[config.mk]
export PLATFORM = sky130hd
export DESIGN_NAME = hazard_forward_ctrl
export DESIGN_NICKNAME = d
export VERILOG_FILES = /design/src/rtl/hazard_forward_ctrl.sv
export SDC_FILE = /design/constraint.sdc
export NUM_CORES = 1
export LEC_CHECK = 0
export CAP_MARGIN = 30
export CORE_MARGIN = 5
export CORE_UTILIZATION = 43
export CTS_CLUSTER_SIZE = 8
export DETAILED_ROUTE_END_ITERATION = 7
export PLACE_DENSITY = 0.82
export SLEW_MARGIN = 20
export SYNTH_ARGS = -nofsm -noshare
export SYNTH_HDL_FRONTEND = slang
export SYNTH_SLANG_ARGS = --single-unit
[constraint.sdc]
create_clock -name clk -period 2.4 [get_ports clk]
set_clock_uncertainty 0.05 [all_clocks]
set_input_delay 0.24 -clock clk [delete_from_list [all_inputs] [get_ports clk]]
set_output_delay 0.24 -clock clk [all_outputs]
set_load 0.03 [all_outputs]
[src/rtl/hazard_forward_ctrl.sv]
// hazard_forward_ctrl
//   Producer side of the EX-stage operand forwarding interface. Shadows the
//   destinations of the instructions in ID/EX, EX/MEM and MEM/WB. From those
//   shadows it drives the EX forward selects and the load-use stall/bubble.
//
//   Optional build macro: HAZARD_PERF_EN adds the stall/forward perf counters.
//   Without it, stall_cnt and fwd_cnt are tied to zero.
//
// Ports
//   clk, rst                 clock, asynchronous active-high reset
//   id_valid                 ID holds a real instruction
//   id_rs1, id_rs2           ID source indices
//   id_use_rs1, id_use_rs2   ID instruction actually reads rs1 / rs2
//   id_rd, id_regwrite       ID destination index and write enable
//   id_is_load               ID instruction is a load
//   mem_ready                0 freezes the whole pipeline for this cycle
//   flush                    redirect resolved in EX; kills ID and EX
//   alumux1_fw, alumux2_fw   EX operand selects: 0 idex, 1 exmem, 2 memwb
//   stall_if_id              hold PC and IF/ID
//   bubble_ex                load a NOP into ID/EX
//   stall_cnt, fwd_cnt       perf counters (HAZARD_PERF_EN only)
module hazard_forward_ctrl #(
    parameter int REG_IDX_W   = 5,
    parameter int STALL_CNT_W = 32
) (
    input  logic                   clk,
    input  logic                   rst,
    input  logic                   id_valid,
    input  logic [REG_IDX_W-1:0]   id_rs1,
    input  logic [REG_IDX_W-1:0]   id_rs2,
    input  logic                   id_use_rs1,
    input  logic                   id_use_rs2,
    input  logic [REG_IDX_W-1:0]   id_rd,
    input  logic                   id_regwrite,
    input  logic                   id_is_load,
    input  logic                   mem_ready,
    input  logic                   flush,
    output logic [1:0]             alumux1_fw,
    output logic [1:0]             alumux2_fw,
    output logic                   stall_if_id,
    output logic                   bubble_ex,
    output logic [STALL_CNT_W-1:0] stall_cnt,
    output logic [STALL_CNT_W-1:0] fwd_cnt
);

    typedef struct packed {
        logic [REG_IDX_W-1:0] rs1;
        logic [REG_IDX_W-1:0] rs2;
        logic                 use_rs1;
        logic                 use_rs2;
    } src_t;

    typedef struct packed {
        logic [REG_IDX_W-1:0] rd;
        logic                 regwrite;
        logic                 is_load;
    } dst_t;

    typedef struct packed {
        logic [REG_IDX_W-1:0] rd;
        logic                 regwrite;
    } wb_t;

    logic vld_p0, vld_p1, vld_p2;
    src_t ex_src_p0;
    dst_t ex_dst_p0;
    dst_t mem_dst_p1;
    wb_t  wb_dst_p2;

    logic hz;
    logic kill;

    // The youngest producer (EX/MEM) wins over MEM/WB; x0 is never forwarded.
    function automatic logic [1:0] fwd_sel(
        input logic                 use_rs,
        input logic [REG_IDX_W-1:0] rs,
        input logic                 mem_v,
        input dst_t                 mem_d,
        input logic                 wb_v,
        input wb_t                  wb_d
    );
        logic [1:0] sel;
        sel = 2'd0;
        if (use_rs && rs != '0) begin
            if (mem_v && mem_d.regwrite && mem_d.rd == rs) begin
                sel = 2'd1;
            end else if (wb_v && wb_d.regwrite && wb_d.rd == rs) begin
                sel = 2'd2;
            end
        end
        return sel;
    endfunction

    always_comb begin
        alumux1_fw = fwd_sel(ex_src_p0.use_rs1, ex_src_p0.rs1,
                             vld_p1, mem_dst_p1, vld_p2, wb_dst_p2);
        alumux2_fw = fwd_sel(ex_src_p0.use_rs2, ex_src_p0.rs2,
                             vld_p1, mem_dst_p1, vld_p2, wb_dst_p2);
    end

    // A load in EX whose result the ID instruction needs costs one bubble.
    // During a freeze the global hold already covers it, and a flush kills
    // both instructions, so neither raises a stall.
    always_comb begin
        hz = id_valid && vld_p0 && ex_dst_p0.is_load && ex_dst_p0.regwrite &&
             (ex_dst_p0.rd != '0) &&
             ((id_use_rs1 && id_rs1 == ex_dst_p0.rd) ||
              (id_use_rs2 && id_rs2 == ex_dst_p0.rd));
        stall_if_id = hz && mem_ready && !flush;
        bubble_ex   = stall_if_id;
        kill        = bubble_ex || flush;
    end

    // Valid bits are the only reset state; a dropped record carries no forwards.
    always_ff @(posedge clk or posedge rst) begin
        if (rst) begin
            vld_p0 <= 1'b0;
            vld_p1 <= 1'b0;
            vld_p2 <= 1'b0;
        end else if (mem_ready) begin
            vld_p0 <= kill ? 1'b0 : id_valid;
            vld_p1 <= vld_p0;
            vld_p2 <= vld_p1;
        end
    end

    // ID -> EX (p0) -> MEM (p1) -> WB (p2); killed entries also clear their
    // fields so a bubble never requests a forward.
    always_ff @(posedge clk) begin
        if (mem_ready) begin
            if (kill) begin
                ex_src_p0 <= '0;
                ex_dst_p0 <= '0;
            end else begin
                ex_src_p0 <= '{rs1: id_rs1, rs2: id_rs2,
                               use_rs1: id_use_rs1, use_rs2: id_use_rs2};
                ex_dst_p0 <= '{rd: id_rd, regwrite: id_regwrite, is_load: id_is_load};
            end
            mem_dst_p1 <= ex_dst_p0;
            wb_dst_p2  <= '{rd: mem_dst_p1.rd, regwrite: mem_dst_p1.regwrite};
        end
    end

`ifndef SYNTHESIS
    // The one-cycle load-use bubble guarantees EX never depends on a load in MEM.
    always_ff @(posedge clk) begin
        if (!rst) begin
            assert (!(vld_p0 && vld_p1 && mem_dst_p1.is_load && mem_dst_p1.regwrite &&
                      (mem_dst_p1.rd != '0) &&
                      ((ex_src_p0.use_rs1 && ex_src_p0.rs1 == mem_dst_p1.rd) ||
                       (ex_src_p0.use_rs2 && ex_src_p0.rs2 == mem_dst_p1.rd))))
            else $error("load in MEM feeds the instruction in EX");
        end
    end
`endif

`ifdef HAZARD_PERF_EN
    logic [STALL_CNT_W-1:0] stall_cnt_q;
    logic [STALL_CNT_W-1:0] fwd_cnt_q;

    always_ff @(posedge clk or posedge rst) begin
        if (rst) begin
            stall_cnt_q <= '0;
            fwd_cnt_q   <= '0;
        end else begin
            if (stall_if_id) begin
                stall_cnt_q <= stall_cnt_q + 1'b1;
            end
            if (mem_ready && (alumux1_fw != 2'd0 || alumux2_fw != 2'd0)) begin
                fwd_cnt_q <= fwd_cnt_q + 1'b1;
            end
        end
    end

    assign stall_cnt = stall_cnt_q;
    assign fwd_cnt   = fwd_cnt_q;
`else
    assign stall_cnt = '0;
    assign fwd_cnt   = '0;
`endif

endmodule

After elaboration in Yosys (flattened, before gate mapping)
Index checks and enable logic that the tools add are counted.

storage, ports and cells
  flip-flop bits (word level) = 34
  input bits = 24
  output and inout port bits = 70
  word-level logic and storage cells = 50

operators by class
  equality and inequality tests = 6
  mux-type cells = 7
  reduce and logical (&&, ||, !) cells = 23

operators with widths
  operator             number
  $eq A5 B5 Y1         6
  $logic_and A1 B1 Y1  17
  $reduce_bool A5 Y1   3
  $mux W2              6
  $logic_or A1 B1 Y1   2
  $logic_not A1 Y1     1
  $mux W1              1

Depth between registers and ports, before layout
  depth in word-level cells = 9
  depth in mapped cells = 5

Least setup slack after synthesis
Ideal clock, no wire load.

  kind = flip-flop to output port
  start = register ex_dst_p0[2] (netlist bit)
  end = output port stall_if_id
  data arrival time = 2.354 ns
  slack = -0.244 ns
  cell stages (with the launch flop) = 6
  cell sequence = edfxtp_1 xnor2_1 nand4_1 o22ai_1 nor4b_1 buf_4

on the way
  word-level cells in the longest chain between the ends = 6
  elaborated cells on any way between the ends = 10
  classes of those cells = eq/ne: 2; reduce/logical: 8

RTL lines
  element                                 RTL line  text
  start: declaration                      66        dst_t ex_dst_p0;
  start signal: assignment                137       ex_dst_p0 <= '{rd: id_rd, regwrite: id_regwrite, is_load: id_is_load};
  $eq A5 B5 Y1 (on tied branches)         107, 108
  $logic_and A1 B1 Y1 (on tied branches)  107, 108
  $logic_or A1 B1 Y1                      107       ((id_use_rs1 && id_rs1 == ex_dst_p0.rd) ||
  $logic_and A1 B1 Y1 (*)                 106       (ex_dst_p0.rd != '0) &&
  $logic_and A1 B1 Y1 (*) (2 in series)   109       stall_if_id = hz && mem_ready && !flush;
  end: declaration                        40        output logic stall_if_id,

Every way passes the cells marked *; elsewhere a longest branch is shown, timed or not.

Worst setup path in the final report
  start = register ex_src_p0[4] (netlist bit)
  end = output port alumux2_fw[1]

on the way
  word-level cells in the longest chain between the ends = 5
  elaborated cells on any way between the ends = 9
  classes of those cells = eq/ne: 2; mux: 3; reduce/logical: 4

RTL lines
  element                   RTL line  text
  start: declaration        65        src_t ex_src_p0;
  start signal: assignment  135       ex_src_p0 <= '{rs1: id_rs1, rs2: id_rs2,
  $eq A5 B5 Y1              87        end else if (wb_v && wb_d.regwrite && wb_d.rd == rs) begin
  $logic_and A1 B1 Y1       87
  $mux W2                   87
  $mux W2                   85        if (mem_v && mem_d.regwrite && mem_d.rd == rs) begin
  $mux W2 (*)               84        if (use_rs && rs != '0) begin
  end: declaration          39        output logic [1:0] alumux2_fw,

Marked as above.

==> flow_summary.toml <==
[global_routing]
met1_usage_pct = 14.2
globalRouteMet3Util_pct = 2.71
busiest_layer = "met2"
antenna_found_initial = 0
gr-total-overflow = 0
grt_max_degree = 35
grt.met2_usage_pct = 19.1
grt_usage_pct = 11.5
grt_pass1_vias = 1251
grt_pass1_wl_mm = 5.85

[yosys]
ys_seq_area_share_pct = 44.5
yosys_warnings = 0
synth_area_per_cell_um2 = 10.9
yosys.area.top_type = "edfxtp_1"
yosys.area.top_type_share_pct = 41.2
synth.distinct_cells = 30
ys_top_cells_by_area = "edfxtp_1 41%, buf_4 22%, xnor2_1 10%"
syn-instance-count = 208
synth_area_mm2 = 0.00226
synth-seq-cells = 34

[placement]
routabilityCongestion = 0.786
placed_cells = 303
place_ws_ns = 0.145
port-buffer-count = 29
hpwl_mm = 3.12

[floorplanning]
num_rows = 26
die_w_um = 82.5
ios = 94
initial_core_util_pct = 44.2
dieArea_mm2 = 0.00680
die_y_um = 82.5
core_mm2 = 0.00511

[sta]
hold_violations = 0
fin_ws_ns = 0.158
finalSetupViolations = 0
rsz0062_at_grt = "no"
max_freq_mhz = 446
fin_crit_sh_pct = 93.4
final.min_clock_period_ns = 2.24
final_max_slew_viol_count = 0
totalNegativeSetupSlack_ns = 0

[pwr]
p_leak_nw = 0.962
ir_drop_uv = 294
powerDensity_mw_per_mm2 = 583

[finish]
fin_cells = 312
drive_gt1_share_pct = 12.0
antenna_cells = 0
mostFrequentLayoutCells = "64 x conb_1, 31 x edfxtp_1, 27 x xnor2_1, 23 x clkdlybuf4s50_1, 19 x nand2b_1"
num-nets-final = 265
mostFrequentLayoutCell = "conb_1"
areaGrowthSynthToFinish_pct = 10.0

[routing]
wire_per_inst_um = 12.4
vias = 1336
firstDrtPassIters = 6
initialDrtViolationCount = 52
drc = 0
drtAntennaViolNets = 0
viasPerCell = 4.28
totalWireLength_mm = 3.88

[worst_setup_path]
critPathKind = "reg2out"
crit_fanout = 3
worstPathArrival_ns = 1.95
cp-start-kind = "flop"
worstRegToRegCells = 5
end_kind = "output port"
crit_required_ns = 2.11

[clock_network]
ctsHoldBuffers = 0
cts_tree = "done"
clk_pin_slew_worst_paths_ns = 0.07
clock_latency_ns = 0.28
cts_max_level = 2
clkSinkCount = 34
cts_buffer_depth = 2
cts_buffers = 5
root_buffer = "clkbuf_8"

[flow_run]
max_cap_viol_count = 0

[min_path]
worstHoldPathType = "in2async"

[status]
status = "finished, final reports clean"
[path summary, 6_finish.rpt]
path                                             from                         end  slack [ns]
setup / recovery           ex_src_p0[4]$_SDFFCE_PP0P_               alumux2_fw[1]        0.16
hold / removal                                    rst          vld_p0$_DFFE_PP0P_        0.07
setup reg to reg           ex_dst_p0[3]$_SDFFCE_PP0P_  ex_src_p0[0]$_SDFFCE_PP0P_        0.39
hold reg to reg               mem_dst_p1[1]$_DFFE_PP_      wb_dst_p2[0]$_DFFE_PP_        0.45
max in group asynchronous                         rst          vld_p2$_DFFE_PP0P_        2.10
min in group clk              mem_dst_p1[1]$_DFFE_PP_      wb_dst_p2[0]$_DFFE_PP_        0.45
[sequential cells by signal, indices dropped and copies added (netlist names)]
register and flops:
vld_p2 1, vld_p0 1, ex_dst_p0 7, mem_dst_p1 6, vld_p1 1, wb_dst_p2 6, ex_src_p0 12
[metal layers]
metal	vias up	part of all wire [%]
met5	-	0
met4	0	1.7
met3	7	11
met2	78	48
met1	600	39
li1	651	-
[power breakdown]
| group | internal [W] | switching (W) | total (W) |
|---|---|---|---|
| clock | 0.000231 | 0.000192 | 0.000423 |
| combinational | 0.0000949 | 0.000205 | 0.000300 |
| sequential | 0.000691 | 0.0000355 | 0.000726 |
[synth_stat cells, drive strengths merged]
cell,count
a21oi,20
buf,67
clkbuf,3
conb,1
dfrtp,3
edfxtp,31
inv,1
mux2,2
nand2,5
nand2b,19
nand3,1
nand4,6
nor2,2
nor2b,1
nor3,3
nor4,2
nor4b,1
o2111ai,1
o21a,1
o21ai,2
o22ai,1
o31ai,1
or3,1
or4,3
xnor2,27
xor2,3
[stage by stage]
step	hold slack [ns]	utilization, %	total power [W]	instance area (um2)
floorplan	-0.0564	-	0.00103	2500
global placement	0.371	46.8	0.00103	2390
detailed placement	0.372	46.8	0.00104	2390
CTS	0.0656	48.5	0.00146	2470
global route	0.0632	48.7	0.00152	2490
finish	0.0689	48.7	0.00145	2490
[worst max-delay path: stages (launching register included)]
cell           delay (ns)
edfxtp_1             0.43
or4_1                0.55
o21ai_1              0.17
nor4_1               0.08
o21a_1               0.10
dlygate4sd2_1        0.35
[cell type report]
type	count	area [um2]
fill	474	2620
sequential	34	1010
multi-input combinational	166	983
timing repair buffer	33	314
tap	70	87.6
clock buffer	7	86.3
clock inverter	1	5.00
inverter	1	3.75
[cell families (layout without fill, tap and decap cells)]
group	after synthesis	after routing	share of synthesized area (%)
AOI/OAI and AO/OA	26	26	8.14
xor gates and xnor gates	30	30	11.6
buffers and inverters	71	42	23.0
DFF	34	34	44.5
muxes	2	2	0.997
other	1	64	0.166
and+or+nand+nor	44	44	11.6
[repair_timing]
item / in CTS / in global routing
endpoints found under the setup margin: 4 / 1
setup buffers: 0 / 0
pin swaps: 0 / 0
endpoints found under the hold margin: 0 / 0
cloned: 0 / 0
resized for setup: 4 / 1
Note: power is estimated with default switching activity, not from simulation.
